**src/rtl/operand_stack_if.sv**
```systemverilog
// Operand stack bus: command inputs and the stack status and data outputs.
// The master issues push/pop/flush/clear_err; the stack (slave) reports TOS, NOS, count and flags.
interface operand_stack_if #(
  parameter int WIDTH = 16,
  parameter int PTR_W = 5
);
  logic             push;
  logic             pop;
  logic [WIDTH-1:0] push_data;
  logic             flush;
  logic             clear_err;
  logic [WIDTH-1:0] tos;
  logic [WIDTH-1:0] nos;
  logic [PTR_W-1:0] count;
  logic             empty;
  logic             full;
  logic             overflow_err;
  logic             underflow_err;

  modport master (
    output push, pop, push_data, flush, clear_err,
    input  tos, nos, count, empty, full, overflow_err, underflow_err
  );

  modport slave (
    input  push, pop, push_data, flush, clear_err,
    output tos, nos, count, empty, full, overflow_err, underflow_err
  );
endinterface

```
**src/rtl/operand_stack.sv**
```systemverilog
// LIFO operand stack with combinational TOS/NOS views and sticky overflow/underflow flags.
// mem[0] is the bottom entry; count doubles as the stack pointer.
module operand_stack #(
  parameter int WIDTH = 16,
  parameter int DEPTH = 16,
  parameter int PTR_W = 5
) (
  input  logic             clk,
  input  logic             async_reset,
  operand_stack_if.slave   bus
);

  localparam int AW = (DEPTH > 1) ? $clog2(DEPTH) : 1;

  logic [WIDTH-1:0] mem_q [DEPTH];
  logic [PTR_W-1:0] count_q, count_d;
  logic             overflow_q, overflow_d;
  logic             underflow_q, underflow_d;
  logic             mem_we;
  logic [AW-1:0]    mem_waddr;
  logic [PTR_W-1:0] tos_ptr;
  logic [PTR_W-1:0] nos_ptr;
  logic             is_empty;
  logic             is_full;

  assign is_empty = (count_q == '0);
  assign is_full  = (count_q == PTR_W'(DEPTH));
  assign tos_ptr  = count_q - PTR_W'(1);
  assign nos_ptr  = count_q - PTR_W'(2);

  always_comb begin
    count_d     = count_q;
    // A new error in this cycle overrides a simultaneous clear.
    overflow_d  = overflow_q  & ~bus.clear_err;
    underflow_d = underflow_q & ~bus.clear_err;
    mem_we      = 1'b0;
    mem_waddr   = count_q[AW-1:0];

    if (bus.flush) begin
      count_d = '0;
    end else if (bus.push && !bus.pop) begin
      if (is_full) begin
        overflow_d = 1'b1;
      end else begin
        mem_we  = 1'b1;
        count_d = count_q + PTR_W'(1);
      end
    end else if (bus.pop && !bus.push) begin
      if (is_empty) begin
        underflow_d = 1'b1;
      end else begin
        count_d = count_q - PTR_W'(1);
      end
    end else if (bus.push && bus.pop) begin
      mem_we = 1'b1;
      if (is_empty) begin
        // Replace on an empty stack degrades to a push but still flags the missing operand.
        mem_waddr   = '0;
        count_d     = PTR_W'(1);
        underflow_d = 1'b1;
      end else begin
        mem_waddr = tos_ptr[AW-1:0];
      end
    end
  end

  always_ff @(posedge clk or negedge async_reset) begin
    if (!async_reset) begin
      count_q     <= '0;
      overflow_q  <= 1'b0;
      underflow_q <= 1'b0;
    end else begin
      count_q     <= count_d;
      overflow_q  <= overflow_d;
      underflow_q <= underflow_d;
    end
  end

  // Storage is not reset; the write is suppressed while reset is held so no stale word survives.
  always_ff @(posedge clk) begin
    if (async_reset && mem_we) begin
      mem_q[mem_waddr] <= bus.push_data;
    end
  end

  assign bus.tos           = is_empty ? '0 : mem_q[tos_ptr[AW-1:0]];
  assign bus.nos           = (count_q >= PTR_W'(2)) ? mem_q[nos_ptr[AW-1:0]] : '0;
  assign bus.count         = count_q;
  assign bus.empty         = is_empty;
  assign bus.full          = is_full;
  assign bus.overflow_err  = overflow_q;
  assign bus.underflow_err = underflow_q;

endmodule

```
**src/flat_wrapper.sv**
```systemverilog
// flat-port wrapper written by rule: the top's interface ports become plain ports
module operand_stack_flat 
#(
  parameter int WIDTH = 16,
  parameter int DEPTH = 16,
  parameter int PTR_W = 5
)
  (clk, async_reset, bus_push, bus_pop, bus_push_data, bus_flush, bus_clear_err, bus_tos, bus_nos, bus_count, bus_empty, bus_full, bus_overflow_err, bus_underflow_err);
  operand_stack_if #(.WIDTH(WIDTH), .PTR_W(PTR_W)) bus_i ();
  input  logic clk;
  input  logic async_reset;
  input wire logic [$bits(bus_i.push)-1:0] bus_push;
  input wire logic [$bits(bus_i.pop)-1:0] bus_pop;
  input wire logic [$bits(bus_i.push_data)-1:0] bus_push_data;
  input wire logic [$bits(bus_i.flush)-1:0] bus_flush;
  input wire logic [$bits(bus_i.clear_err)-1:0] bus_clear_err;
  output wire logic [$bits(bus_i.tos)-1:0] bus_tos;
  output wire logic [$bits(bus_i.nos)-1:0] bus_nos;
  output wire logic [$bits(bus_i.count)-1:0] bus_count;
  output wire logic [$bits(bus_i.empty)-1:0] bus_empty;
  output wire logic [$bits(bus_i.full)-1:0] bus_full;
  output wire logic [$bits(bus_i.overflow_err)-1:0] bus_overflow_err;
  output wire logic [$bits(bus_i.underflow_err)-1:0] bus_underflow_err;
  assign bus_i.push = bus_push;
  assign bus_i.pop = bus_pop;
  assign bus_i.push_data = bus_push_data;
  assign bus_i.flush = bus_flush;
  assign bus_i.clear_err = bus_clear_err;
  assign bus_tos = bus_i.tos;
  assign bus_nos = bus_i.nos;
  assign bus_count = bus_i.count;
  assign bus_empty = bus_i.empty;
  assign bus_full = bus_i.full;
  assign bus_overflow_err = bus_i.overflow_err;
  assign bus_underflow_err = bus_i.underflow_err;
  operand_stack #(.WIDTH(WIDTH), .DEPTH(DEPTH), .PTR_W(PTR_W)) u_core (.clk(clk), .async_reset(async_reset), .bus(bus_i));
endmodule
```
**config.mk**
```make
export PLATFORM = sky130hd
export DESIGN_NAME = operand_stack_flat
export DESIGN_NICKNAME = d
export VERILOG_FILES = /design/src/rtl/operand_stack_if.sv /design/src/rtl/operand_stack.sv /design/src/flat_wrapper.sv
export SDC_FILE = /design/constraint.sdc
export NUM_CORES = 1
export LEC_CHECK = 0
export BUFFER_PORTS_ARGS = -buffer_cell sky130_fd_sc_hd__buf_2
export CORE_MARGIN = 10
export CORE_UTILIZATION = 55
export DETAILED_ROUTE_END_ITERATION = 6
export PLACE_DENSITY = 0.81
export SYNTH_ARGS = -nofsm -noshare
export SYNTH_HDL_FRONTEND = slang
export SYNTH_SLANG_ARGS = --single-unit
```
**constraint.sdc**
```tcl
create_clock -name clk -period 2.9 [get_ports clk]
set_input_delay 0.435 -clock clk [delete_from_list [all_inputs] [get_ports clk]]
set_output_delay 0.435 -clock clk [all_outputs]
set_load 0.05 [all_outputs]
```
==> results.env <==
ROUTE.MET2.WL_MM=20.78
TIMING.RR.END='u_core.mem_q[15][7]'
WORST_SETUP_PATH_ENDPOINT='bus_tos[6]'
IOPINCOUNT=63
PLACEMENT.IO_BUFFERS=62
OVERFLOW=0
ROUTED_LENGTH_ON_MET1_MM=14.28
WORST_SETUP_PATH_START_KIND='flop'
SYNTH.FF_LATCH_COUNT=263
POST_DRT_WL_PER_CELL_UM=38.43
CRITICAL_PATH_PEAK_FANOUT=20
HTREEDEPTH=1
STATIC-LEAKAGE-POWER_nW=5.421
REPORT.FINAL.SLEW_VIOL_COUNT=0
SYNTHADDERAREAFRAC_PCT=0.9830
YOSYS.AREA.TOP_TYPE='sky130_fd_sc_hd__edfxtp_1'
CP.REQUIRED_NS=2.47
TOP_LAYER_USED='met4'
CLOCK-SINKS=263
SYNTH_FLOP_CELL='sky130_fd_sc_hd__edfxtp_1'
LAYOUT_MIN_CYCLE_TIME_NS=3.179
CLK-INSERTION-DELAY-LATE_NS=0.53
NETLIST_TOP_CELLS_AREA='sky130_fd_sc_hd__edfxtp_1 60%, sky130_fd_sc_hd__mux4_2 23%, sky130_fd_sc_hd__mux2i_1 2.6%'
TOTALWIRELENGTH_MM=43.58
FMAX_GHz=0.3146
RUN_STATUS='finished with violations'
FINAL_SETUP_FAILS=32
HOLDCRITPATHCLASS='in -> reg'
INSERTEDDIODECOUNT=0
POSTSYNTHCELLCOUNT=670
CRITICAL_PATH.REG2REG.STARTPOINT='u_core.bus.count[1]'
WORST-R2R-CELL-COUNT=8
DRTPASS1ITERATIONS=5
AVERAGE_CELL_AREA_AFTER_SYNTHESIS_UM2=19.00
TRITONCTS='built'
POST-ROUTE-CELL-AREA_UM2=16750
ANTENNA_FOUND_INITIAL=0
MAPPEDNETLISTNETS=702
NNETSFINAL=859
DIE_HEIGHT_UM=172.1
FINCLKSKEW_NS=0.01338
FINAL.PERIOD_UTILIZATION_PCT=109.6
NUMCTSBUFFERS=28
PLACE_CONGESTION=0.8749
TIMING.SETUP.CRITICAL_PATH_CLASS='reg -> out'
MIN-DELAY-START='bus_clear_err'
POWER_PER_CELL_AREA_nW_PER_UM2=838.2
DETAIL_ROUTE.DRC_VIOLATIONS=0
TIMING.HOLD.WORST_PATH_DEPTH=2
MAIN_COMBINATIONAL_CELL_FAMILY_BY_AREA_AFTER_SYNTHESIS='multiplexers'
DIE_AREA_UM2=29630
MAXCAPVIOLATIONS=0
SYNTHESIS.YOSYS.WARNINGS=0
TIGHTEST_SLEW_NS=0.9292
FIRST_PASS_GRT_WIRE_LENGTH_MM=55.62
POST-SYNTH-TOP-AREA-FRACTION_PCT=60.40
MAX-VDD-IR-DROP_mV=0.6370
CORE.ROWCOUNT=55
FIRST_ITER_VIOLATIONS=1523
GRTUSAGETOTAL_PCT=25.68
INITIAL_UTILIZATION_PCT=56.05
CTS-ROOT-BUF='sky130_fd_sc_hd__clkbuf_16'
MAXIMUM_NUMBER_OF_PINS_ON_ONE_NET_BEFORE_GLOBAL_ROUTE_REPAIR=37
FINAL_CORE_UTILIZATION_PCT=73.78
FRACTION_OF_LAYOUT_INSTANCES_USING_A_DRIVE_STRENGTH_ABOVE_1_PCT=55.83
WORST_SETUP_PATH_STARTPOINT='u_core.bus.count[1]'
POST-SYNTH-TOP-COUNT-CELL='sky130_fd_sc_hd__edfxtp_1'
HOLD_SLACK_NS=0.1133
SYNTH_ENABLE_FLOP_CELLS=256
ANT_NETS=0
SYNTH_XOR_XNOR_AREA_SHARE_PCT=0.4620
DESIGN.CORE.AREA_UM2=22710
DETAILED_PLACE_HPWL_MM=20.17
CHIPWIDTH_UM=172.1
WORST_R2R_SETUP_SLACK_NS=0.01
ASYNC_RESET_FF_SHARE_PCT=2.662
SYNTH_AREA_UM2=12730
MAXSLEWHEADROOM_PCT=37.64
WL_MET3_MM=6.063
SYNTH.YOSYS.SEQ_AREA_SHARE_PCT=61.77
YOSYSUNIQUECELLTYPES=48
POSTLAYOUTSETUPSLACKWORST_NS=-0.2791
HOLD_VIOL=0
COMPLEX_GATE_FRACTION_OF_THE_SYNTHESIZED_AREA_PCT=5.210
TIMING.CRITICAL_PATH.TO_TYPE='output port'
YOSYS-MUX-AREA-FRACTION_PCT=25.24
DATA_ARRIVAL_TIME_OF_THE_WORST_PATH_NS=2.74
GRT_PASS1_VIAS=8447
SYNTH_TOP_CELLS_BY_COUNT='256 x sky130_fd_sc_hd__edfxtp_1, 128 x sky130_fd_sc_hd__mux4_2, 33 x sky130_fd_sc_hd__a22oi_1, 33 x sky130_fd_sc_hd__mux2i_1, 26 x sky130_fd_sc_hd__a21oi_1'
DETAILED_PLACE.AREA_UM2=14110
FLOW.AREA_GROWTH_FROM_SYNTHESIS_PCT=31.63
GRT_SETUP_UNREPAIRED='yes'
CLK_PIN_SLEW_WORST_PATHS_NS=0.07
DETAILROUTE.VIA_COUNT=8796
ROUTE.DETAILED.VIAS_PER_INST=7.757
BUFS_ON_LONGEST_CLOCK_PATH=3
SIMPLE_GATE_FRACTION_OF_SYNTH_AREA_PCT=3.499
VIOLATIONS='setup timing'
power breakdown:
group          internal [mW]  switching (mW)  leakage (nW)
Combinational           2.86            3.56          2.62
Clock                   1.90            1.47         0.412
Sequential              4.21          0.0385          2.39
what timing repair did:
action | in CTS | in global routing
gates cloned | 13 | 13
hold buffers | 1 | 0
setup endpoints to repair | 33 | 145
pin swaps | 26 | 21
setup buffers | 21 | 24
endpoints found under the hold margin | 7 | 0
gates resized for setup | 116 | 46
worst max-delay path, stage by stage (launching register included):
cell	delay [ns]
sky130_fd_sc_hd__dfrtp_2	0.42
sky130_fd_sc_hd__inv_4	0.07
sky130_fd_sc_hd__buf_4	0.15
sky130_fd_sc_hd__ha_4	0.38
sky130_fd_sc_hd__buf_16	0.21
sky130_fd_sc_hd__mux4_2	0.37
sky130_fd_sc_hd__a22oi_2	0.30
sky130_fd_sc_hd__a21oi_4	0.10
sky130_fd_sc_hd__buf_6	0.17
registers in the layout, indices dropped and copies added (netlist names):
register and cells:
u_core.bus.count 5, u_core.bus.overflow_err 1, u_core.mem_q 256, u_core.bus.underflow_err 1
stage by stage:
| step | power, mW | setup TNS (ns) | setup slack, ns | cells |
|---|---|---|---|---|
| floorplan | 7.761 | -2.979 | -0.06056 | 670 |
| global placement | 8.733 | 0 | 0.03654 | 1010 |
| detailed placement | 8.819 | -1.507 | -0.05195 | 1010 |
| CTS | 13.29 | -2.119 | -0.1555 | 1097 |
| global route | 14.35 | -7.361 | -0.2960 | 1134 |
| finish | 14.04 | -4.803 | -0.2791 | 1134 |
worst min-delay path by stage:
stage	end	slack, ns
finish	u_core.bus.underflow_err	0.11
global route	u_core.bus.underflow_err	0.12
CTS	u_core.bus.underflow_err	0.11
detailed placement	u_core.bus.count[4]	0.30
global placement	u_core.bus.count[4]	0.29
floorplan	u_core.bus.count[0]	0.14
placed cells by master, fill, tap and decap left out, types with 3 or more instances in the layout:
| cell | instances |
|---|---|
| sky130_fd_sc_hd__o22ai_2 | 16 |
| sky130_fd_sc_hd__dfrtp_1 | 3 |
| sky130_fd_sc_hd__clkbuf_16 | 42 |
| sky130_fd_sc_hd__mux2i_1 | 18 |
| sky130_fd_sc_hd__clkinv_1 | 12 |
| sky130_fd_sc_hd__nor2_1 | 8 |
| sky130_fd_sc_hd__nor4b_4 | 3 |
| sky130_fd_sc_hd__mux2i_2 | 12 |
| sky130_fd_sc_hd__o21ai_4 | 3 |
| sky130_fd_sc_hd__nor3_1 | 9 |
| sky130_fd_sc_hd__buf_6 | 34 |
| sky130_fd_sc_hd__clkinv_2 | 4 |
| sky130_fd_sc_hd__buf_16 | 16 |
| sky130_fd_sc_hd__buf_2 | 31 |
| sky130_fd_sc_hd__nor2_4 | 20 |
| sky130_fd_sc_hd__mux4_2 | 128 |
| sky130_fd_sc_hd__nor3b_1 | 3 |
| sky130_fd_sc_hd__ha_1 | 7 |
| sky130_fd_sc_hd__ha_4 | 3 |
| sky130_fd_sc_hd__nand3_1 | 4 |
| sky130_fd_sc_hd__edfxtp_1 | 256 |
| sky130_fd_sc_hd__a311oi_1 | 3 |
| sky130_fd_sc_hd__buf_4 | 54 |
| sky130_fd_sc_hd__buf_8 | 6 |
| sky130_fd_sc_hd__inv_1 | 6 |
| sky130_fd_sc_hd__o21a_1 | 3 |
| sky130_fd_sc_hd__mux2i_4 | 3 |
| sky130_fd_sc_hd__a21oi_1 | 9 |
| sky130_fd_sc_hd__nand2_1 | 10 |
| sky130_fd_sc_hd__clkbuf_1 | 5 |
| sky130_fd_sc_hd__dfrtp_2 | 3 |
| sky130_fd_sc_hd__a21oi_4 | 17 |
| sky130_fd_sc_hd__o21ai_0 | 3 |
| sky130_fd_sc_hd__a22oi_2 | 32 |
| sky130_fd_sc_hd__buf_12 | 22 |
kinds of logic after synthesis:
logic type | Yosys count
xor+xnor | 5
mux | 161
simple gates | 73
compound gates | 97
flops | 263
buf+inv | 61
fa+ha+maj | 10
routing by layer:
metal,up-vias,GRT usage [%]
met5,-,0
li1,3199,-
met4,0,9.783
met2,972,41.95
met3,196,7.022
met1,4429,32.24
layout make-up:
type / count / area [um^2]
flip-flops and latches: 263 / 7870
well taps: 285 / 356.6
repair buffers: 179 / 2315
clock inverters: 18 / 102.6
inverters: 9 / 43.79
fillers: 1150 / 5954
multi-input cells: 346 / 5323
clock buffers: 34 / 744.5
Note: power is estimated with default switching activity, not from simulation.
